File: src/rtl/nrzi_pkg.sv
// Shared NRZI link definitions: transmitter state encoding, oversampling ratio
// and the line-level update rule used by both ends of the link.
package nrzi_pkg;

   localparam int NRZI_CLKS_PER_BIT = 8;

   typedef enum logic [1:0] {
      IDLE     = 2'd0,
      PREAMBLE = 2'd1,
      DATA     = 2'd2
   } nrzi_state_t;

   // NRZI: a 1 flips the line, a 0 keeps it.
   function automatic logic nrzi_next_level(input logic level, input logic bit_val);
      return level ^ bit_val;
   endfunction

endpackage

File: src/rtl/nrzi_bit_timer.sv
// Bit-cell timer: counts refclk cycles within one cell and flags the last cycle.
// The count is held at zero whenever run is low, so a new burst always starts a fresh cell.
module nrzi_bit_timer
   import nrzi_pkg::*;
#(
   parameter int CLKS_PER_BIT = NRZI_CLKS_PER_BIT
) (
   input  logic refclk,
   input  logic reset,
   input  logic run,
   output logic cell_end
);

   localparam int CNT_W = (CLKS_PER_BIT > 1) ? $clog2(CLKS_PER_BIT) : 1;
   localparam logic [CNT_W-1:0] LAST_CNT = CNT_W'(CLKS_PER_BIT - 1);

   logic [CNT_W-1:0] cell_cnt_q;
   logic [CNT_W-1:0] cell_cnt_d;

   always_comb begin
      cell_cnt_d = cell_cnt_q;
      if (!run) begin
         cell_cnt_d = '0;
      end else if (cell_cnt_q == LAST_CNT) begin
         cell_cnt_d = '0;
      end else begin
         cell_cnt_d = cell_cnt_q + 1'b1;
      end
   end

   always_ff @(posedge refclk) begin
      if (reset) begin
         cell_cnt_q <= '0;
      end else begin
         cell_cnt_q <= cell_cnt_d;
      end
   end

   assign cell_end = run && (cell_cnt_q == LAST_CNT);

endmodule

File: src/rtl/nrzi_encoder.sv
// NRZI transmitter: one-word holding register, optional preamble of ones per burst,
// LSB-first serializer with back-to-back word chaining and a registered line output.
module nrzi_encoder
   import nrzi_pkg::*;
#(
   parameter int CLKS_PER_BIT  = NRZI_CLKS_PER_BIT,
   parameter int DATA_W        = 8,
   parameter int PREAMBLE_BITS = 4
) (
   input  logic              refclk,
   input  logic              reset,
   input  logic [DATA_W-1:0] tx_data,
   input  logic              tx_valid,
   output logic              tx_ready,
   output logic              out,
   output logic              busy
);

   localparam int IDX_W = (DATA_W > 1) ? $clog2(DATA_W) : 1;
   localparam int PRE_W = (PREAMBLE_BITS > 1) ? $clog2(PREAMBLE_BITS) : 1;
   localparam logic [IDX_W-1:0] LAST_IDX = IDX_W'(DATA_W - 1);
   localparam logic [PRE_W-1:0] PRE_LOAD = (PREAMBLE_BITS > 0) ? PRE_W'(PREAMBLE_BITS - 1) : '0;

   nrzi_state_t       state_q, state_d;
   logic              out_q, out_d;
   logic              busy_q, busy_d;
   logic              hold_full_q, hold_full_d;
   logic [DATA_W-1:0] hold_data_q, hold_data_d;
   logic [DATA_W-1:0] shift_q, shift_d;
   logic [IDX_W-1:0]  bit_idx_q, bit_idx_d;
   logic [PRE_W-1:0]  pre_cnt_q, pre_cnt_d;

   logic run;
   logic cell_end;
   logic load_shift;

   assign run = (state_q != IDLE);

   nrzi_bit_timer #(
      .CLKS_PER_BIT (CLKS_PER_BIT)
   ) u_bit_timer (
      .refclk   (refclk),
      .reset    (reset),
      .run      (run),
      .cell_end (cell_end)
   );

   always_comb begin
      state_d     = state_q;
      out_d       = out_q;
      hold_full_d = hold_full_q;
      hold_data_d = hold_data_q;
      shift_d     = shift_q;
      bit_idx_d   = bit_idx_q;
      pre_cnt_d   = pre_cnt_q;
      load_shift  = 1'b0;

      // Accept and load are mutually exclusive: accept needs an empty holder, load a full one.
      if (tx_valid && !hold_full_q) begin
         hold_data_d = tx_data;
         hold_full_d = 1'b1;
      end

      case (state_q)
         IDLE: begin
            if (hold_full_q) begin
               if (PREAMBLE_BITS > 0) begin
                  state_d   = PREAMBLE;
                  pre_cnt_d = PRE_LOAD;
                  out_d     = nrzi_next_level(out_q, 1'b1);
               end else begin
                  load_shift = 1'b1;
               end
            end
         end
         PREAMBLE: begin
            if (cell_end) begin
               if (pre_cnt_q != '0) begin
                  pre_cnt_d = pre_cnt_q - 1'b1;
                  out_d     = nrzi_next_level(out_q, 1'b1);
               end else if (hold_full_q) begin
                  load_shift = 1'b1;
               end
            end
         end
         DATA: begin
            if (cell_end) begin
               if (bit_idx_q != LAST_IDX) begin
                  bit_idx_d = bit_idx_q + 1'b1;
                  out_d     = nrzi_next_level(out_q, shift_q[0]);
                  shift_d   = shift_q >> 1;
               end else if (hold_full_q) begin
                  load_shift = 1'b1;
               end else begin
                  state_d = IDLE;
               end
            end
         end
         default: begin
            state_d = IDLE;
         end
      endcase

      // Loading emits bit0 immediately; the shifter keeps the remaining bits LSB-aligned.
      if (load_shift) begin
         state_d     = DATA;
         hold_full_d = 1'b0;
         shift_d     = hold_data_q >> 1;
         bit_idx_d   = '0;
         out_d       = nrzi_next_level(out_q, hold_data_q[0]);
      end

      busy_d = (state_d != IDLE);
   end

   always_ff @(posedge refclk) begin
      if (reset) begin
         state_q     <= IDLE;
         out_q       <= 1'b0;
         busy_q      <= 1'b0;
         hold_full_q <= 1'b0;
         hold_data_q <= '0;
         shift_q     <= '0;
         bit_idx_q   <= '0;
         pre_cnt_q   <= '0;
      end else begin
         state_q     <= state_d;
         out_q       <= out_d;
         busy_q      <= busy_d;
         hold_full_q <= hold_full_d;
         hold_data_q <= hold_data_d;
         shift_q     <= shift_d;
         bit_idx_q   <= bit_idx_d;
         pre_cnt_q   <= pre_cnt_d;
      end
   end

   assign tx_ready = ~hold_full_q;
   assign out      = out_q;
   assign busy     = busy_q;

endmodule

File: config.mk
export PLATFORM = sky130hd
export DESIGN_NAME = nrzi_encoder
export DESIGN_NICKNAME = d
export VERILOG_FILES = /design/src/rtl/nrzi_pkg.sv /design/src/rtl/nrzi_bit_timer.sv /design/src/rtl/nrzi_encoder.sv
export SDC_FILE = /design/constraint.sdc
export NUM_CORES = 1
export LEC_CHECK = 0
export ABC_AREA = 1
export CORE_MARGIN = 3
export CORE_UTILIZATION = 49
export DETAILED_ROUTE_END_ITERATION = 16
export PLACE_DENSITY = 0.73
export SETUP_SLACK_MARGIN = 0.05
export SLEW_MARGIN = 20
export SYNTH_ARGS = -nofsm -noshare
export SYNTH_HDL_FRONTEND = slang
export SYNTH_SLANG_ARGS = --single-unit
File: constraint.sdc
create_clock -name refclk -period 1.5 [get_ports refclk]
set_input_delay 0.15 -clock refclk [delete_from_list [all_inputs] [get_ports refclk]]
set_output_delay 0.15 -clock refclk [all_outputs]
set_load 0.02 [all_outputs]
After elaboration in Yosys (flattened, before gate mapping)
Index checks and enable logic that the tools add are counted.

storage, ports and cells
  register bits after elaboration = 28
  output and inout port bits = 3
  logic and storage cells = 74

cells by class
  bitwise logic cells = 5
  equality and inequality tests = 12
  $add $sub $neg = 3
  muxes and demuxes = 27
  reduce and logical (&&, ||, !) cells = 18

operators with widths
  kind                                                                    number
  7-bit 2-to-1 mux                                                        4
  3-bit != test (second input constant)                                   6
  2-bit 2-to-1 mux                                                        8
  2-bit nonzero test                                                      7
  1-bit 2-to-1 mux                                                        11
  3-bit by 1-bit adder with 3-bit output (second input constant)          2
  2-bit != test (second input constant)                                   3
  2-bit case mux with 3 select lines                                      1
  3-bit AND reduction                                                     2
  6-bit AND reduction                                                     1
  2-bit case mux with 2 select lines                                      1
  4-bit AND reduction                                                     1
  4-bit nonzero test                                                      1
  3-bit equality test (second input constant)                             1
  1-bit inverter                                                          3
  1-bit case mux with 3 select lines                                      1
  3-bit OR reduction                                                      1
  2-bit by 1-bit equality test with 1-bit output (second input constant)  1
  2-bit equality test (second input constant)                             1
  1-bit logical AND                                                       2
  2-bit zero test                                                         1
  1-bit case mux with 2 select lines                                      1
  2-bit OR reduction                                                      1
  2-bit by 1-bit subtractor with 2-bit output (second input constant)     1
  other kinds (2)                                                         3

Logic depth before layout (Yosys ltp)
Gate-level depths: netlist of run 1.

  depth in word-level cells = 6
  mapped depth = 12

Hierarchy
From an unflattened synthesis of run 1, not the netlist that was laid out.

unflattened totals
  cell total of the unflattened synthesis = 183
  area, all modules = 1358.8 sq um

by module, submodules not included
  module          cells an instance  sequential area each (sq um)  area each (sq um)  instances
  nrzi_encoder    168                500.5                         1229.9             1
  nrzi_bit_timer  15                 60.1                          128.9              1

Least setup slack after synthesis of run 1
No wires, ideal clock.

  path type = reg-to-reg
  start = register state_q[0]
  end = register busy_q, in the netlist busy
  setup time = 114 ps
  data required time = 1386 ps
  arrival time = 1346 ps
  setup slack = 40 ps
  path buffers = 1
  cell stages (with the launch flop) = 12
  path through = dfxtp_1 -> inv_1 -> ha_1 -> inv_2 -> nand2_2 -> nor2_4 -> nand2_4 -> buf_6 -> nand2_4 -> nor2_4 -> inv_2 -> nand2_1

on the way
  word-level cells in the longest chain between the ends = 6
  elaborated cells on any way between the ends = 15
  those cells by class = eq/ne: 2; mux: 9; reduce/logical: 4

RTL lines
  element                                                                                   RTL line                                  text
  start: declaration                                                                        nrzi_encoder.sv:24                        nrzi_state_t state_q, state_d;
  start signal: assignment                                                                  nrzi_encoder.sv:127                       state_q <= state_d;
  2-bit 2-to-1 mux or 2-bit nonzero test (tied branches)                                    nrzi_encoder.sv:92, nrzi_encoder.sv:37
  2-bit 2-to-1 mux or 1-bit logical AND (tied branches)                                     nrzi_encoder.sv:88, nrzi_bit_timer.sv:39
  2-bit 2-to-1 mux, or another cell as far along                                            nrzi_encoder.sv:87                        if (cell_end) begin
  2-bit case mux with 3 select lines or 1-bit case mux with 2 select lines (tied branches)  nrzi_encoder.sv:64                        case (state_q)
  2-bit 2-to-1 mux (*)                                                                      nrzi_encoder.sv:105                       if (load_shift) begin
  2-bit nonzero test (*)                                                                    nrzi_encoder.sv:113                       busy_d = (state_d != IDLE);
  end signal: assignment                                                                    nrzi_encoder.sv:129                       busy_q <= busy_d;
  end: declaration                                                                          nrzi_encoder.sv:26                        logic busy_q, busy_d;

Every way passes the cells marked *; elsewhere a longest branch is shown, timed or not.
A chain may end at the register's enable or synchronous reset.

Final worst setup path of run 1
  start = register state_q[1]
  end = register shift_q[2]

on the way
  word-level cells in the longest chain between the ends = 6
  elaborated cells on any way between the ends = 12
  those cells by class = eq/ne: 2; mux: 4; reduce/logical: 6

RTL lines
  element                                     RTL line                                text
  2-bit nonzero test                          nrzi_encoder.sv:37                      assign run = (state_q != IDLE);
  1-bit logical AND                           nrzi_bit_timer.sv:39                    assign cell_end = run && (cell_cnt_q == LAST_CNT);
  1-bit 2-to-1 mux, on equally long branches  nrzi_encoder.sv:87, nrzi_encoder.sv:77
  1-bit case mux with 2 select lines          nrzi_encoder.sv:64
  2-bit nonzero test (no line)                n/a
  3-bit AND reduction (no line)               n/a
  end signal: assignment                      nrzi_encoder.sv:132                     shift_q <= shift_d;
  end: declaration                            nrzi_encoder.sv:29                      logic [DATA_W-1:0] shift_q, shift_d;

Parallel ways exist; a longest one is shown, timed or not.

==> key figures, run 1 <==
Yosys
  – Synth warn: 0
  – Post-synth ARST share: 0
  – Number of flops mapped to enable cells by yosys: 0
  – Most frequent cells after synthesis: nand2_1 (36), dfxtp_1 (28), nor2_1 (24), inv_1 (16), a21oi_1 (14)
  – Top post-synthesis cells by area: dfxtp_1 (41%), ha_1 (10%), nand2_1 (10%)
  – Seq/Total Area, Yosys: 0.415
  – Most common cell in the netlist: nand2_1
  – Synth Instances: roughly 180
  – Mapped Area: ~0.0014 sq mm
  – Synth Register Bits: 28
  – Dominant synthesized flop cell: dfxtp_1
  – Yosys cell types: 25
  – Post-synthesis net count: between 150 and 200
  – Post-synth top area share: 0.415
  – Syn avg cell area: between 7 and 8 sq um
  – Yosys top cell by area: dfxtp_1

Die
  – Die Area: about 0.0034 sq mm
  – Width of the die: about 60 um
  – Die Ht: around 59 um
  – IO Pins: 14
  – Std cell rows: 18
  – Initial Util: 0.531
  – Core area: between 0.002 and 0.003 sq mm

Timing
  – Slew HR: 0.833
  – Final hold violation count: 0
  – RSZ-0062 raised after global routing: yes
  – Max Slew Vio Count: 0
  – Final period demand of the worst path: roughly 1.5 ns
  – Worst hold margin: slightly below 0.4 ns
  – Final WS setup: -0.0149 ns
  – Final Setup Violations: 1
  – Peak Freq: ~0.66 GHz
  – Period utilisation layout: 1.01
  – Worst Clk Skew: approximately 0.0019 ns
  – Slew @ Worst Pin: approximately 0.25 ns

Worst setup path
  – Setup crit end kind: flop
  – CP required: ~1.8 ns
  – CP Class: reg -> reg
  – Crit path DAT: between 1.5 and 2 ns
  – CP Launch Type: flop
  – Max FO, Critical Path: 8

Cells and area
  – Antenna diode count: 0
  – Layout cells sized above 1: 0.341
  – Area delta synth->final: 36.4%
  – Finished layout cell area: ~0.0018 sq mm
  – Fill count: 193
  – Final nets: between 200 and 250

Global routing
  – Initial antenna violation count: 0
  – GRT Util Overall: 0.175
  – Largest net degree at the start of global routing: 17
  – Grt total ovfl: 0
  – Number of global-route vias before repair: between 1000 and 1500
  – First-pass GRT wire length: ~4700 um

Route
  – Drc violations: 0
  – Via count: between 1000 and 1500
  – Routed WL: ~3100 um
  – Final ANT Viol Nets: 0
  – Vias per inst: between 5 and 6
  – 1st-iter DRT viols: 36
  – TritonRoute pass-1 iters: 4
  – Avg WL per Cell: around 13 um

Placement
  – Place WS: -0.0293 ns
  – Dpl hpwl: a little over 2000 um
  – Port Buffers: 13
  – DP Area: roughly 0.0016 sq mm
  – RePlAce Congestion: around 0.83

Clocking
  – Clock Latency Late Sink: 0.32 ns
  – CTS Root Cell: clkbuf_4
  – CTS tree: done
  – Total CTS buffers: 3
  – H-tree levels: 1
  – Clock slew at reported path FFs: about 0.14 ns
  – Clock buffer depth: 2
  – Hold_buf cts: 0
  – Clock Sinks: 28

Pwr
  – Worst vdd ir: about 0.86 mV
  – P per Cell Area: 865 mW/mm^2
  – Static Leakage: ~0.8 nW

Run status
  – Status: finished with violations
  – Violated checks: negative setup slack

Hold path
  – HP Class: in -> reg

Run
  – Reported max-cap violation count: 0
-- report_power, final --
group	leakage [nW]	total (mW)	internal, mW	switching (mW)
sequential	0.231	0.815	0.787	0.0275
clock	0.0279	0.485	0.270	0.215
combinational	0.565	0.295	0.130	0.165
total	0.824	1.59	1.19	0.407
-- metrics by stage --
stage / util / instances / power [mW] / TNS, ns
CTS: 0.674 / 233 / 1.58 / 0
detailed placement: 0.624 / 228 / 1.08 / -0.0778
global route: 0.724 / 235 / 1.68 / -0.461
floorplan: - / 176 / 0.981 / 0
global placement: 0.624 / 228 / 1.07 / 0
finish: 0.724 / 235 / 1.59 / -0.0149
-- critical path: stages (launching register included) --
cell and delay, ns:
dfxtp_2 0.36, buf_4 0.15, ha_4 0.17, inv_2 0.11
nand2_2 0.08, nand2_4 0.08, nand2_4 0.08, buf_6 0.15
nand2_1 0.07, o21ai_1 0.07, a21oi_1 0.13
-- flip-flops by register name (all words and copies together), names as in the netlist --
register	flops
u_bit_timer.cell_cnt_q	3
out	1
hold_full_q	1
bit_idx_q	3
state_q	2
shift_q	7
hold_data_q	8
pre_cnt_q	2
busy	1
-- placed cells by master, fill, tap and decap left out, types with 2 or more instances in the layout --
master / n
a21oi_1: 12
nor2_4: 6
nand2_4: 7
clkdlybuf4s50_1: 11
a21oi_2: 3
inv_2: 7
clkbuf_4: 3
dlygate4sd2_1: 2
o21ai_2: 3
nor2_1: 22
inv_1: 12
o21ai_0: 10
nand2_2: 7
nand2_1: 28
ha_1: 4
dfxtp_2: 5
nand3_1: 3
buf_4: 14
dfxtp_1: 23
ha_4: 6
o21ai_1: 3
a31oi_1: 2
-- final timing paths --
| kind | slack (ns) | cells past startpoint | endpoint | startpoint |
|---|---|---|---|---|
| min | 0.39 | 3 | hold_data_q[1]$_SDFFE_PP0P_ | tx_data[1] |
| max | -0.01 | 10 | shift_q[2]$_SDFFE_PP0P_ | state_q[1]$_SDFF_PP0_ |
| min reg2reg | 0.44 | 1 | u_bit_timer.cell_cnt_q[0]$_SDFF_PP0_ | u_bit_timer.cell_cnt_q[0]$_SDFF_PP0_ |
| max reg2reg | -0.01 | 10 | shift_q[2]$_SDFFE_PP0P_ | state_q[1]$_SDFF_PP0_ |
-- final cells by class --
type / instances / area (sq um) / share of cell area
Clock inverter: 1 / 30.0 / 0.0163
Timing Repair Buffer: 28 / 244 / 0.132
Sequential cell: 28 / 567 / 0.308
Clock buffer: 3 / 22.5 / 0.0122
Inverter: 22 / 91.3 / 0.0496
Multi-Input combinational cell: 123 / 851 / 0.462
Tap cell: 30 / 37.5 / 0.0204
-- per-layer routing --
layer	global-route usage	share of wire
met5	0	0
met4	0.0397	0.017
met3	0.0417	0.050
met2	0.293	0.49
met1	0.226	0.44
-- logic make-up after synthesis --
logic type	after synthesis	synth area share
AND/OR/NAND/NOR	75	0.251
XOR/XNOR	1	0.00648
buffers and inverters	25	0.0768
AO/OA/AOI/OAI	36	0.149
flip-flops	28	0.415
adder cells (fa/ha/maj)	11	0.102
-- timing repair --
item,4_1_cts,5_1_grt
pin swaps,5,15
buffers inserted,1,2
endpoints found under the setup margin,18,15
resized for setup,23,30
(Power assumes the default switching activity.)
==> inputs of run 2 (changes only) <==
CTS_CLUSTER_SIZE = 24   (was not set)
SETUP_SLACK_MARGIN = not set   (was 0.05)
==> run 2 against run 1 <==
Die area unchanged. Hold slack lost 0.016 ns. Non-clock buffer count is 3 higher. Via count grew 3.1%. Global-route usage up 0.95 points. Clock power is 4% higher. Cell area rose by 1.5%. Sequential share of layout area decreased by 0.39 points. Power up 3.1%. The run still ends with negative setup slack left. Highest routed layer unchanged. Critical endpoint is now out$_SDFFE_PP0P_. Clock skew is 0.0057 ns higher. Combinational power up 11%.
==> key figures, run 2 (synthesis results as in run 1) <==
Global routing
  – Grt total ovfl: 0 (unchanged)
  – Largest net degree at the start of global routing: 17 (unchanged)
  – Initial antenna violation count: 0 (unchanged)
  – First-pass GRT wire length: 4990 um (+6.9%)
  – GRT Util Overall: 0.184 (+0.00949)
  – Number of global-route vias before repair: 1168 (+4.0%)

Worst setup path
  – Reg2reg start: bit_idx_q[1]$_SDFFE_PP0P_
  – CP Class: reg -> reg
  – Crit path DAT: 1.81 ns (+0.03 ns)
  – Flop-to-flop setup slack: -0.06 ns (-0.05 ns)
  – CP required: 1.75 ns (-0.02 ns)
  – Setup crit end kind: flop
  – Family with the most delay on the worst path: simple AND/OR/NAND/NOR gates
  – Max FO, Critical Path: 3 (-5)
  – Worst r2r dst: out$_SDFFE_PP0P_
  – Crit-path max cell delay: 0.36 ns (about the same)
  – Critical path cell sequence: ha_4 > ha_4 > nand2_2 > nand2_4 > nand3_1 > nand2_1 > nor2_2 > nand3_1 > nand2_1 > nor2_1
  – CP max-delay cell: dfxtp_1
  – CP Launch Type: flop
  – R2R depth: 10 (unchanged)
  – Worst Path Buf+Inv: 0 (-3)

Route
  – Via count: 1246 (+3.1%)
  – TritonRoute pass-1 iters: 4 (unchanged)
  – Drc violations: 0 (unchanged)
  – Vias per inst: 5.24 (+1.8%)
  – Final ANT Viol Nets: 0 (unchanged)
  – Avg WL per Cell: 13.7 um (+2.7%)
  – Routed WL: 3270 um (+4.0%)
  – 1st-iter DRT viols: 32 (-11%)

Cells and area
  – Layout cells sized above 1: 0.337 (-0.00492)
  – Non-filler cells, final: 238 (+1.3%)
  – Fill count: 187 (-3.1%)
  – Max reg flops: 8 (unchanged)
  – Most common cell after layout, fill and taps aside: nand2_1
  – Most frequent cells in the layout: nand2_1 (29), dfxtp_1 (24), nor2_1 (22)
  – Reg with most FFs: hold_data_q
  – Finished layout cell area: 0.00187 sq mm (+1.5%)
  – Finished Core Util: 0.735 (+0.0108)
  – Area delta synth->final: 38.4%
  – Largest registers: hold_data_q x8, shift_q x7
  – Antenna diode count: 0 (unchanged)
  – Final nets: 231 (+1.3%)

Timing
  – Max Slew Vio Count: 0 (unchanged)
  – Final Setup Violations: 2 (+1)
  – Peak Freq: 0.641 GHz (-2.9%)
  – RSZ-0062 raised after global routing: yes
  – Period utilisation layout: 1.04 (+0.0301)
  – Final hold violation count: 0 (unchanged)
  – Slew @ Worst Pin: 0.252 ns (+0.00240 ns)
  – Final period demand of the worst path: 1.56 ns (+0.0451 ns)
  – Final WS setup: -0.0600 ns (-0.0451 ns)
  – Slew HR: 0.832 (-0.00161)
  – Worst Clk Skew: 0.00763 ns (+0.00572 ns)

Die
  – Core area: 0.00254 sq mm (unchanged)
  – Std cell rows: 18 (unchanged)
  – Die Ht: 58.5 um (unchanged)
  – Width of the die: 58.5 um (unchanged)
  – IO Pins: 14 (unchanged)
  – Initial Util: 0.531 (unchanged)
  – Die Area: 0.00342 sq mm (unchanged)

Run status
  – Violated checks: negative setup slack
  – Status: finished with violations

Placement
  – DP Cell Count: 228 (unchanged)
  – Place WS: -0.0257 ns (+0.00364 ns)
  – Port Buffers: 13 (unchanged)
  – DP Area: 0.00159 sq mm (about the same)
  – Dpl hpwl: 1990 um (-0.88%)
  – RePlAce Congestion: 0.902 (+8.3%)

Pwr
  – Static Leakage: 0.839 nW (+1.8%)
  – Sw Ratio: 0.272 (+0.0163)
  – Power share of the clock group: 0.306 (+0.002)
  – Combinational power share: 0.199 (+0.014)
  – Total chip power: 1.64 mW (+3.1%)
  – Cell-internal power: 1.20 mW (+0.81%)
  – Sw power: 0.447 mW (+9.7%)
  – P per Cell Area: 879 mW/mm^2 (+1.6%)
  – Sequential share of power: 0.495 (-0.016)
  – Worst vdd ir: 1.14 mV (+33%)

Run
  – Reported max-cap violation count: 0 (unchanged)

Clocking
  – Total CTS buffers: 3 (unchanged)
  – CTS tree: done
  – H-tree levels: 1 (unchanged)
  – Clock slew at reported path FFs: 0.16 ns (+0.02 ns)
  – CTS Root Cell: clkbuf_4
  – Clock Sinks: 28 (unchanged)
  – Clock buffer depth: 2 (unchanged)
  – Hold_buf cts: 0 (unchanged)
  – Clock Latency Late Sink: 0.34 ns (+0.02 ns)

Hold path
  – Hold worst-path end: hold_data_q[5]$_SDFFE_PP0P_
  – Hold path cells: 3 (unchanged)
  – Hold Crit Start: tx_data[5]
  – HP Class: in -> reg
==> run 2: worst reg2reg max path, cell delays in order (launching register included) <==
cell     delay, ns
dfxtp_1       0.36
ha_4          0.17
ha_4          0.16
nand2_2       0.10
nand2_4       0.08
nand3_1       0.10
nand2_1       0.08
nor2_2        0.17
nand3_1       0.10
nand2_1       0.10
nor2_1        0.05
==> run 2: worst max-delay path by stage <==
| stage | to | slack, ns | startpoint | cells after the start |
|---|---|---|---|---|
| CTS | shift_q[5]$_SDFFE_PP0P_ | -0.004 | state_q[0]$_SDFF_PP0_ | 11 |
| detailed placement | shift_q[1]$_SDFFE_PP0P_ | -0.03 | u_bit_timer.cell_cnt_q[0]$_SDFF_PP0_ | 10 |
| global placement | shift_q[1]$_SDFFE_PP0P_ | -0.02 | u_bit_timer.cell_cnt_q[0]$_SDFF_PP0_ | 10 |
| finish | out$_SDFFE_PP0P_ | -0.06 | bit_idx_q[1]$_SDFFE_PP0P_ | 10 |
| floorplan | busy$_SDFF_PP0_ | 0.04 | state_q[0]$_SDFF_PP0_ | 11 |
| global route | out$_SDFFE_PP0P_ | -0.12 | pre_cnt_q[0]$_SDFFE_PP0P_ | 10 |
==> run 2: area by class of cell <==
class / count / area [sq um] / share of cell area
Multi-Input combinational cell: 123 / 837 / 0.447
Clock inverter: 1 / 30.0 / 0.0161
Sequential cell: 28 / 568 / 0.304
Inverter: 22 / 97.6 / 0.0522
Clock buffer: 3 / 22.5 / 0.0120
Tap cell: 30 / 37.5 / 0.0201
Timing Repair Buffer: 31 / 278 / 0.148
==> run 2: metal layers <==
metal	wire length, um	track usage	part of all wire	vias to the layer above
li1	-	-	-	626
met1	1510	0.255	0.46	562
met2	1540	0.290	0.47	43
met3	110	0.0219	0.034	15
met4	116	0.0762	0.035	0
met5	0	0	0	-
==> run 2: repair_timing <==
action	in CTS	in global routing
pin swaps	0	15
endpoints found under the setup margin	15	17
cloned	0	0
setup buffers	1	5
resized for setup	8	47
==> run 2: stage by stage <==
step | setup TNS [ns] | hold slack, ns
after floorplan | 0 | 0.285
after global placement | -0.0228 | 0.408
after detailed placement | -0.0545 | 0.426
after CTS | -0.00430 | 0.373
after global routing | -0.264 | 0.381
final | -0.0722 | 0.374
==> run 2: power groups by stage <==
stage	Sequential, mW	Clock (mW)	Combinational, mW
4_1_cts	0.810	0.503	0.264
5_1_grt	0.819	0.527	0.364
2_1_floorplan	0.831	0	0.149
3_3_place_gp	0.825	0	0.249
3_5_place_dp	0.826	0	0.258
6_report	0.814	0.503	0.328
==> inputs of run 3 (changes only) <==
HOLD_SLACK_MARGIN = 0.06   (was not set)
==> results of run 3 <==
No change in the layout: final DEF, timing and power equal those of run 2.
